### src/rtl/risc_v_pkg.sv
// Shared RISC-V opcode constants, hazard FSM state encoding and register-usage decode.
// Pure definitions: no latency, no flow control.
package risc_v_pkg;

    localparam logic [6:0] OPC_LOAD   = 7'b0000011;
    localparam logic [6:0] OPC_STORE  = 7'b0100011;
    localparam logic [6:0] OPC_BRANCH = 7'b1100011;
    localparam logic [6:0] OPC_JALR   = 7'b1100111;
    localparam logic [6:0] OPC_OP     = 7'b0110011;
    localparam logic [6:0] OPC_OP_IMM = 7'b0010011;

    typedef enum logic [1:0] {
        HZ_RUN   = 2'd0,
        HZ_STALL = 2'd1
    } hz_state_t;

    function automatic logic uses_rs1(input logic [6:0] opc);
        case (opc)
            OPC_OP, OPC_OP_IMM, OPC_LOAD, OPC_STORE, OPC_BRANCH, OPC_JALR: return 1'b1;
            default: return 1'b0;
        endcase
    endfunction

    function automatic logic uses_rs2(input logic [6:0] opc);
        case (opc)
            OPC_OP, OPC_STORE, OPC_BRANCH: return 1'b1;
            default: return 1'b0;
        endcase
    endfunction

endpackage

### src/rtl/hazard_detect.sv
// Load-use hazard detection between the ID instruction and the load held in ID/EX.
// Purely combinational, zero latency, no backpressure.
module hazard_detect
    import risc_v_pkg::*;
#(
    parameter int REG_ADDR_WIDTH = 5
) (
    input  logic [6:0]                IF_ID_inst_opcode,
    input  logic [REG_ADDR_WIDTH-1:0] IF_ID_rs1,
    input  logic [REG_ADDR_WIDTH-1:0] IF_ID_rs2,
    input  logic [6:0]                ID_EX_inst_opcode,
    input  logic [REG_ADDR_WIDTH-1:0] ID_EX_rd,
    input  logic                      ID_EX_reg_write_en,
    output logic                      load_use
);

    logic rs1_hit;
    logic rs2_hit;

    assign rs1_hit = uses_rs1(IF_ID_inst_opcode) && (IF_ID_rs1 == ID_EX_rd);
    assign rs2_hit = uses_rs2(IF_ID_inst_opcode) && (IF_ID_rs2 == ID_EX_rd);

    // Write enable gates out bubbles, which still carry the load opcode through ID/EX.
    assign load_use = (ID_EX_inst_opcode == OPC_LOAD) && ID_EX_reg_write_en
                   && (ID_EX_rd != '0) && (rs1_hit || rs2_hit);

endmodule

### src/rtl/hazard_ctrl.sv
// ID-stage hazard control: load-use stalls (LOAD_STALL_CYCLES bubbles) and branch flushes.
// Outputs are combinational from state and inputs; state and saturating perf counters update on clk.
module hazard_ctrl
    import risc_v_pkg::*;
#(
    parameter int REG_ADDR_WIDTH    = 5,
    parameter int LOAD_STALL_CYCLES = 1,
    parameter int CNT_WIDTH         = 16
) (
    input  logic                      clk,
    input  logic                      reset_n,
    input  logic [6:0]                IF_ID_inst_opcode,
    input  logic [REG_ADDR_WIDTH-1:0] IF_ID_rs1,
    input  logic [REG_ADDR_WIDTH-1:0] IF_ID_rs2,
    input  logic [6:0]                ID_EX_inst_opcode,
    input  logic [REG_ADDR_WIDTH-1:0] ID_EX_rd,
    input  logic                      ID_EX_reg_write_en,
    input  logic                      ex_branch_taken,
    output logic                      pc_write_en,
    output logic                      if_id_write_en,
    output logic                      if_id_flush,
    output logic                      ctr_sel,
    output logic [1:0]                hz_state,
    output logic [CNT_WIDTH-1:0]      stall_count,
    output logic [CNT_WIDTH-1:0]      flush_count
);

    localparam logic [3:0] STALL_RELOAD = 4'(LOAD_STALL_CYCLES - 1);

    hz_state_t  state;
    logic [3:0] stall_left;
    logic       load_use;

    hazard_detect #(.REG_ADDR_WIDTH(REG_ADDR_WIDTH)) u_detect (
        .IF_ID_inst_opcode  (IF_ID_inst_opcode),
        .IF_ID_rs1          (IF_ID_rs1),
        .IF_ID_rs2          (IF_ID_rs2),
        .ID_EX_inst_opcode  (ID_EX_inst_opcode),
        .ID_EX_rd           (ID_EX_rd),
        .ID_EX_reg_write_en (ID_EX_reg_write_en),
        .load_use           (load_use)
    );

    assign hz_state = state;

    always_comb begin
        pc_write_en    = 1'b1;
        if_id_write_en = 1'b1;
        if_id_flush    = 1'b0;
        ctr_sel        = 1'b1;
        if (ex_branch_taken) begin
            if_id_flush = 1'b1;
            ctr_sel     = 1'b0;
        end else if (state == HZ_STALL || load_use) begin
            pc_write_en    = 1'b0;
            if_id_write_en = 1'b0;
            ctr_sel        = 1'b0;
        end
    end

    always_ff @(posedge clk or negedge reset_n) begin
        if (!reset_n) begin
            state       <= HZ_RUN;
            stall_left  <= '0;
            stall_count <= '0;
            flush_count <= '0;
        end else if (ex_branch_taken) begin
            // A redirect squashes any stall still in progress.
            state      <= HZ_RUN;
            stall_left <= '0;
            if (flush_count != '1) flush_count <= flush_count + 1'b1;
        end else if (state == HZ_STALL) begin
            if (stall_count != '1) stall_count <= stall_count + 1'b1;
            stall_left <= stall_left - 4'd1;
            if (stall_left == 4'd1) state <= HZ_RUN;
        end else if (load_use) begin
            if (stall_count != '1) stall_count <= stall_count + 1'b1;
            if (LOAD_STALL_CYCLES > 1) begin
                state      <= HZ_STALL;
                stall_left <= STALL_RELOAD;
            end
        end
    end

endmodule

### config.mk
export PLATFORM = sky130hd
export DESIGN_NAME = hazard_ctrl
export DESIGN_NICKNAME = d
export VERILOG_FILES = /design/src/rtl/risc_v_pkg.sv /design/src/rtl/hazard_detect.sv /design/src/rtl/hazard_ctrl.sv
export SDC_FILE = /design/constraint.sdc
export NUM_CORES = 1
export LEC_CHECK = 0
export ABC_AREA = 1
export BUFFER_PORTS_ARGS = -buffer_cell sky130_fd_sc_hd__buf_2
export CAP_MARGIN = 10
export CORE_MARGIN = 3
export CORE_UTILIZATION = 25
export DETAILED_ROUTE_END_ITERATION = 10
export RECOVER_POWER = 25
export SYNTH_ARGS = -nofsm -noshare
export SYNTH_HDL_FRONTEND = slang
export SYNTH_SLANG_ARGS = --single-unit
### constraint.sdc
create_clock -name clk -period 2.1 [get_ports clk]
set_clock_uncertainty 0.05 [all_clocks]
set_input_delay 0.315 -clock clk [delete_from_list [all_inputs] [get_ports clk]]
set_output_delay 0.315 -clock clk [all_outputs]
set_load 0.01 [all_outputs]
==> metrics.csv, run 1 <==
metric;value;unit
cts-htree-levels;2;
die_y;103;µm
synth_area_leader_cell;dfrtp_1;
use_met1;15.0;%
area_delta_synth_final;23.9;%
dp_slack;227;ps
grt_pass1_wl;10100;µm
synth_edf_count;0;
ys_seq_area_share;34.3;%
endpoint_kind;register;
setup_viol;0;
gp_congestion;0.811;
p_per_area;650;mW/mm²
cp.required;2280;ps
drc;0;
clkLatencyLatePin;290;ps
period_share;88.3;%
grt_pass1_vias;2199;
die_width;103;µm
hold_viol;0;
routed_wirelength;6220;µm
grt.busiest_layer;met2;
antenna_found_initial;0;
finalNetCount;461;
synth.top_cell.area_share;34.3;%
synth.most_common_cell;nand2_1;
critical_path.max_fanout;5;
routedWlPerCell;11.6;µm
core_area;0.00889;mm²
synth_common_cells;nand2_1 (112), inv_1 (58), nor2_1 (42), dfrtp_1 (32), nand3_1 (25);
synth_ff_type;dfrtp_1;
cts_sinks;32;
drt_first_pass_iters;4;
fin_util;32.6;%
p_leak;1.62;nW
r2r_cells;9;
cpMostUsedCell;nand2_1;
final_area;0.00290;mm²
drv_slew;33;
endpoint;stall_count[11];
relSlewSlack;-19.5;%
ys.warnings.count;0;
clockRootBuffer;clkbuf_8;
yosysUniqueCellTypes;27;
r2r_start;stall_count[0];
cts_buffer_depth;2;
failed_checks;capacitance limit, slew limit;
netlist_area;0.00234;mm²
drtIter0Drc;121;
rows;34;
layout-drive-gt1-share;20.6;%
worst_pin_slew;1790;ps
syn-mean-instance-area;6.62;µm²
rsz0062_at_grt;no;
cts_tree;built;
layout_setup_ws;245;ps
ant_nets;0;
r2r_slack;250;ps
crit_path_start_kind;register;
crit_type;reg2reg;
cap_violations;1;
ys_seq_elements;32;
ios;71;
antenna_cells;0;
routed_via_density;4.40;
cts_buffers;5;
post_cts_buffers;0;
ctsResizeCount;0;
start_util;26.3;%
max_freq;539;MHz
place_hpwl;4890;µm
via_count;2355;
grt_use_met2;21.0;%
met3_usage;2.17;%
holdCritPathClass;in2reg;
grt_util_all_layers;12.1;%
cp_cell_sequence;ha_1 -> nand3_1 -> nor2_1 -> nand2_1 -> nor2_1 -> nand2_1 -> nand4_1 -> nand2_1 -> nand2_1;
grt_max_degree;33;
syn_inst;353;
clk_pin_slew;70;ps
synthArstFlopShare;100;%
synth_area_leaders;dfrtp_1 (34%), nand2_1 (18%), inv_1 (9.3%), nor2_1 (6.7%), nand3_1 (5.4%);
worstReg2RegEnd;stall_count[11];
ctsHoldBuffers;0;
worstPathArrival;2030;ps
die_area;0.0105;mm²
crit_start;stall_count[0];
ir_drop;0.000277;V
fin_crit;1850;ps
max_stage_delay;410;ps
crit_slowest_cell;dfrtp_1;
fin_setup_tns;0;ps
status;finished with violations;
grt.overflow.total;0;
placed_area;0.00279;mm²
port_buffers;68;
==> report_power, final <==
| group | internal [W] | switching [W] |
|---|---|---|
| Clock | 0.000352 | 0.000249 |
| Combinational | 0.000189 | 0.000280 |
| Sequential | 0.000698 | 0.000115 |
==> metrics by stage <==
step	hold WS (ps)	std cells	total power (W)
after floorplan	-30.6	354	0.00110
after global placement	371	527	0.00129
after detailed placement	391	527	0.00130
after CTS	70.2	535	0.00192
after global routing	405	535	0.00202
final	379	535	0.00188
==> logic make-up after synthesis <==
kind of cell    Yosys count  share of synthesized area [%]
compound gates           18                           4.82
buf+inv                  68                           12.2
other cells               1                          0.160
flops                    32                           34.3
fa+ha+maj                 2                           1.07
xor+xnor                 22                           8.24
simple gates            210                           39.3
==> area by class of cell <==
cell class	count	area, µm²
Fill cell	964	5990
Inverter	62	235
Clock inverter	2	35.0
Multi-Input combinational cell	254	1260
Timing Repair Buffer	71	362
Clock buffer	6	72.6
Sequential cell	32	801
Tap cell	108	135
==> worst min-delay path by stage <==
stage               slack, ps             from              end  depth (start not counted)
CTS                        70          reset_n   flush_count[9]                          1
global route              400  ex_branch_taken   flush_count[0]                          3
global placement          370          reset_n  flush_count[14]                          1
detailed placement        390          reset_n  flush_count[14]                          1
floorplan                 -30          reset_n   flush_count[0]                          0
finish                    380  ex_branch_taken   flush_count[0]                          3
==> worst max-delay path, delay by kind of cell, from the launching register on <==
kind / cells / cell delay (ps)
flops: 1 / 410
fa+ha+maj: 1 / 210
simple gates: 8 / 1130
==> sequential cells by signal, summed over array words and instances (netlist names) <==
register and flops:
flush_count 16, stall_count 16
==> layer usage <==
layer	share of wire, %	vias up
met5	0	-
met4	1.0	0
met3	4.9	4
met2	49	45
met1	46	1081
li1	-	1225
==> cell usage in the layout, fill, tap and decap left out <==
cell	synthesis	final
conb_1	1	2
nor3_1	9	9
xor2_1	14	14
a21oi_1	1	1
inv_2	3	3
inv_4	1	1
clkbuf_8	0	5
and2_1	1	1
clkbuf_1	0	2
nand4_1	11	11
xnor2_1	8	8
ha_1	2	2
buf_2	0	67
nor4_1	1	1
nand2_2	2	2
dfrtp_1	32	32
nand2_4	1	1
nor2_1	42	42
o21bai_1	9	9
nor3_2	1	1
o21ai_0	8	8
nor2_4	1	1
nand4_2	1	1
nand3b_1	2	2
nand3_1	25	25
nand2_1	112	112
buf_4	5	3
inv_1	58	58
nor3_4	1	1
clkinv_2	0	1
bufinv_16	0	1
No activity file was read; power rests on OpenSTA's default activity.
==> run 2, diff against run 1 <==
==> constraint.sdc (replaced) <==
create_clock -name clk -period 2.4 [get_ports clk]
set_clock_uncertainty 0.05 [all_clocks]
set_input_delay 0.36 -clock clk [delete_from_list [all_inputs] [get_ports clk]]
set_output_delay 0.36 -clock clk [all_outputs]
set_load 0.01 [all_outputs]
==> run 2 against run 1 <==
  * The run still ends with capacitance limit, slew limit left
  * Core utilization decreased by 0.51 points
  * Via count down 2.2%
  * Die area is the same
  * Hold slack better by 47 ps
  * Routed wire length down 3.9%
  * Sequential power down 13%
  * Clock power fell by 35%
  * Total power is 20% lower
  * Critical path type is now in2out
  * Largest power group unchanged
==> metrics.csv, run 2 (same netlist as run 1, synthesis figures left out) <==
metric;value;unit;change
r2r_slack;550;ps;+300 ps
cp_cell_sequence;buf_2 -> inv_1 -> nand2_1 -> and2_1 -> nand2_1 -> nor2_1 -> nand2_1 -> a21oi_1 -> nor2_1 -> buf_2;;
hold_start;ex_branch_taken;;
grt.overflow.total;0;;unchanged
rsz0062_at_grt;no;;
reg_top3;flush_count x16, stall_count x16;;
setup_viol;0;;unchanged
grt_pass1_wl;10100;µm;-0.68%
cp_top_family;simple AND/OR/NAND/NOR gates;;
place_hpwl;4800;µm;-1.8%
drv_slew;33;;unchanged
area_delta_synth_final;22.0;%;
worstReg2RegEnd;stall_count[4];;
fin_util;32.1;%;-0.51 points
final_common_cell;nand2_1;;
cap_violations;1;;unchanged
hold_depth;3;;unchanged
die_width;103;µm;unchanged
core_area;0.00889;mm²;unchanged
p_leak;1.60;nW;-1.5%
path_buf_inv;3;;+3
antenna_found_initial;0;;unchanged
crit_slowest_cell;a21oi_1;;
layout-drive-gt1-share;20.0;%;-0.56 points
p_total;0.00151;W;-20%
ir_drop;0.000261;V;-5.8%
ctsHoldBuffers;0;;unchanged
final.fill_count;963;;-0.10%
rows;34;;unchanged
crit_path_start_kind;input pin;;
cts_tree;built;;
fin_crit;1980;ps;
cp.required;1990;ps;-290 ps
post_cts_buffers;0;;unchanged
antenna_cells;0;;unchanged
p_per_area;529;mW/mm²;-19%
clkLatencyLatePin;280;ps;about the same
die_y;103;µm;unchanged
ant_nets;0;;unchanged
status;finished with violations;;
period_share;82.7;%;
endpoint_kind;output pin;;
holdCritPathClass;in2reg;;
cts-htree-levels;2;;unchanged
gp_congestion;0.864;;+6.6%
grt_util_all_layers;11.8;%;-0.22 points
ios;71;;unchanged
holdPathEnd;flush_count[0];;
die_area;0.0105;mm²;unchanged
routedWlPerCell;11.2;µm;-3.4%
critical_path.max_fanout;5;;unchanged
final_cell_mix;nand2_1 (112), buf_2 (67), inv_1 (58);;
worstPathArrival;1570;ps;-460 ps
cts_buffers;5;;unchanged
max_stage_delay;410;ps;about the same
r2r_cells;9;;unchanged
grt_pass1_vias;2213;;+0.64%
drtIter0Drc;73;;-40%
routed_via_density;4.33;;-1.6%
hold_viol;0;;unchanged
clk_pin_slew;70;ps;about the same
via_count;2304;;-2.2%
start_util;26.3;%;unchanged
failed_checks;capacitance limit, slew limit;;
clockRootBuffer;clkbuf_8;;
grt_max_degree;33;;unchanged
r2r_start;stall_count[0];;
drt_first_pass_iters;4;;unchanged
port_buffers;68;;unchanged
fin_setup_tns;0;ps;unchanged
worst_pin_slew;1750;ps;-40.4 ps
cts_sinks;32;;unchanged
cts_buffer_depth;2;;unchanged
routed_wirelength;5980;µm;-3.9%
ctsResizeCount;0;;unchanged
max_freq;504;MHz;
cpMostUsedCell;nand2_1;;
finalNetCount;459;;-0.43%
crit_type;in2out;;
drc;0;;unchanged
relSlewSlack;-16.9;%;+2.7 points
[run 2: cell types whose count changed in the layout (fill, tap and decap cells not counted), sizes merged]
cell,previous run,this run
bufinv,1,0
buf,70,68
[run 2: worst max-delay path by stage]
| stage | startpoint | endpoint | slack [ps] | cells after the start |
|---|---|---|---|---|
| global route | ID_EX_rd[4] | ctr_sel | 180 | 11 |
| CTS | ID_EX_inst_opcode[3] | ctr_sel | 400 | 10 |
| finish | ID_EX_rd[2] | ctr_sel | 420 | 10 |
| global placement | ID_EX_rd[3] | ctr_sel | 430 | 9 |
| floorplan | stall_count[0] | stall_count[14] | 720 | 10 |
| detailed placement | ID_EX_inst_opcode[3] | ctr_sel | 400 | 10 |
[run 2: layer usage]
| layer | wire, µm | GRT usage (%) | part of all wire (%) |
|---|---|---|---|
| met5 | 0 | 0 | 0 |
| met4 | 88 | 3.73 | 1.5 |
| met2 | 2780 | 19.8 | 47 |
| met1 | 2780 | 15.4 | 47 |
| met3 | 318 | 2.23 | 5.3 |
[run 2: power breakdown]
group	switching, W	internal, W	leakage (nW)	total, W
clock	0.000195	0.000197	0.0410	0.000392
sequential	0.0000993	0.000612	0.371	0.000711
combinational	0.000242	0.000164	1.19	0.000406
[run 2: cell type report]
| type | count | area (µm²) | area share [%] |
|---|---|---|---|
| flip-flops and latches | 32 | 801 | 28.1 |
| clock buffers | 6 | 72.6 | 2.54 |
| clock inverters | 1 | 5.00 | 0.176 |
| well taps | 108 | 135 | 4.74 |
| inverters | 62 | 235 | 8.25 |
| repair buffers | 69 | 347 | 12.2 |
| multi-input cells | 254 | 1260 | 44.1 |
[run 2: worst register-to-register path, stage by stage (launching register included)]
cell	delay [ps]
dfrtp_1	410
ha_1	220
nand3_1	130
nor2_1	170
nand2_1	140
nor2_1	190
nand2_1	160
nand4_1	190
nand2_1	70
nand2_1	60
[run 2: metrics by stage]
step / std cells / area (µm²) / setup slack, ps / hold slack, ps
2_1_floorplan: 354 / 2340 / 720 / 14.4
3_3_place_gp: 525 / 2780 / 429 / 420
3_5_place_dp: 525 / 2780 / 396 / 429
4_1_cts: 532 / 2850 / 396 / 118
5_1_grt: 532 / 2850 / 177 / 438
6_report: 532 / 2850 / 416 / 427
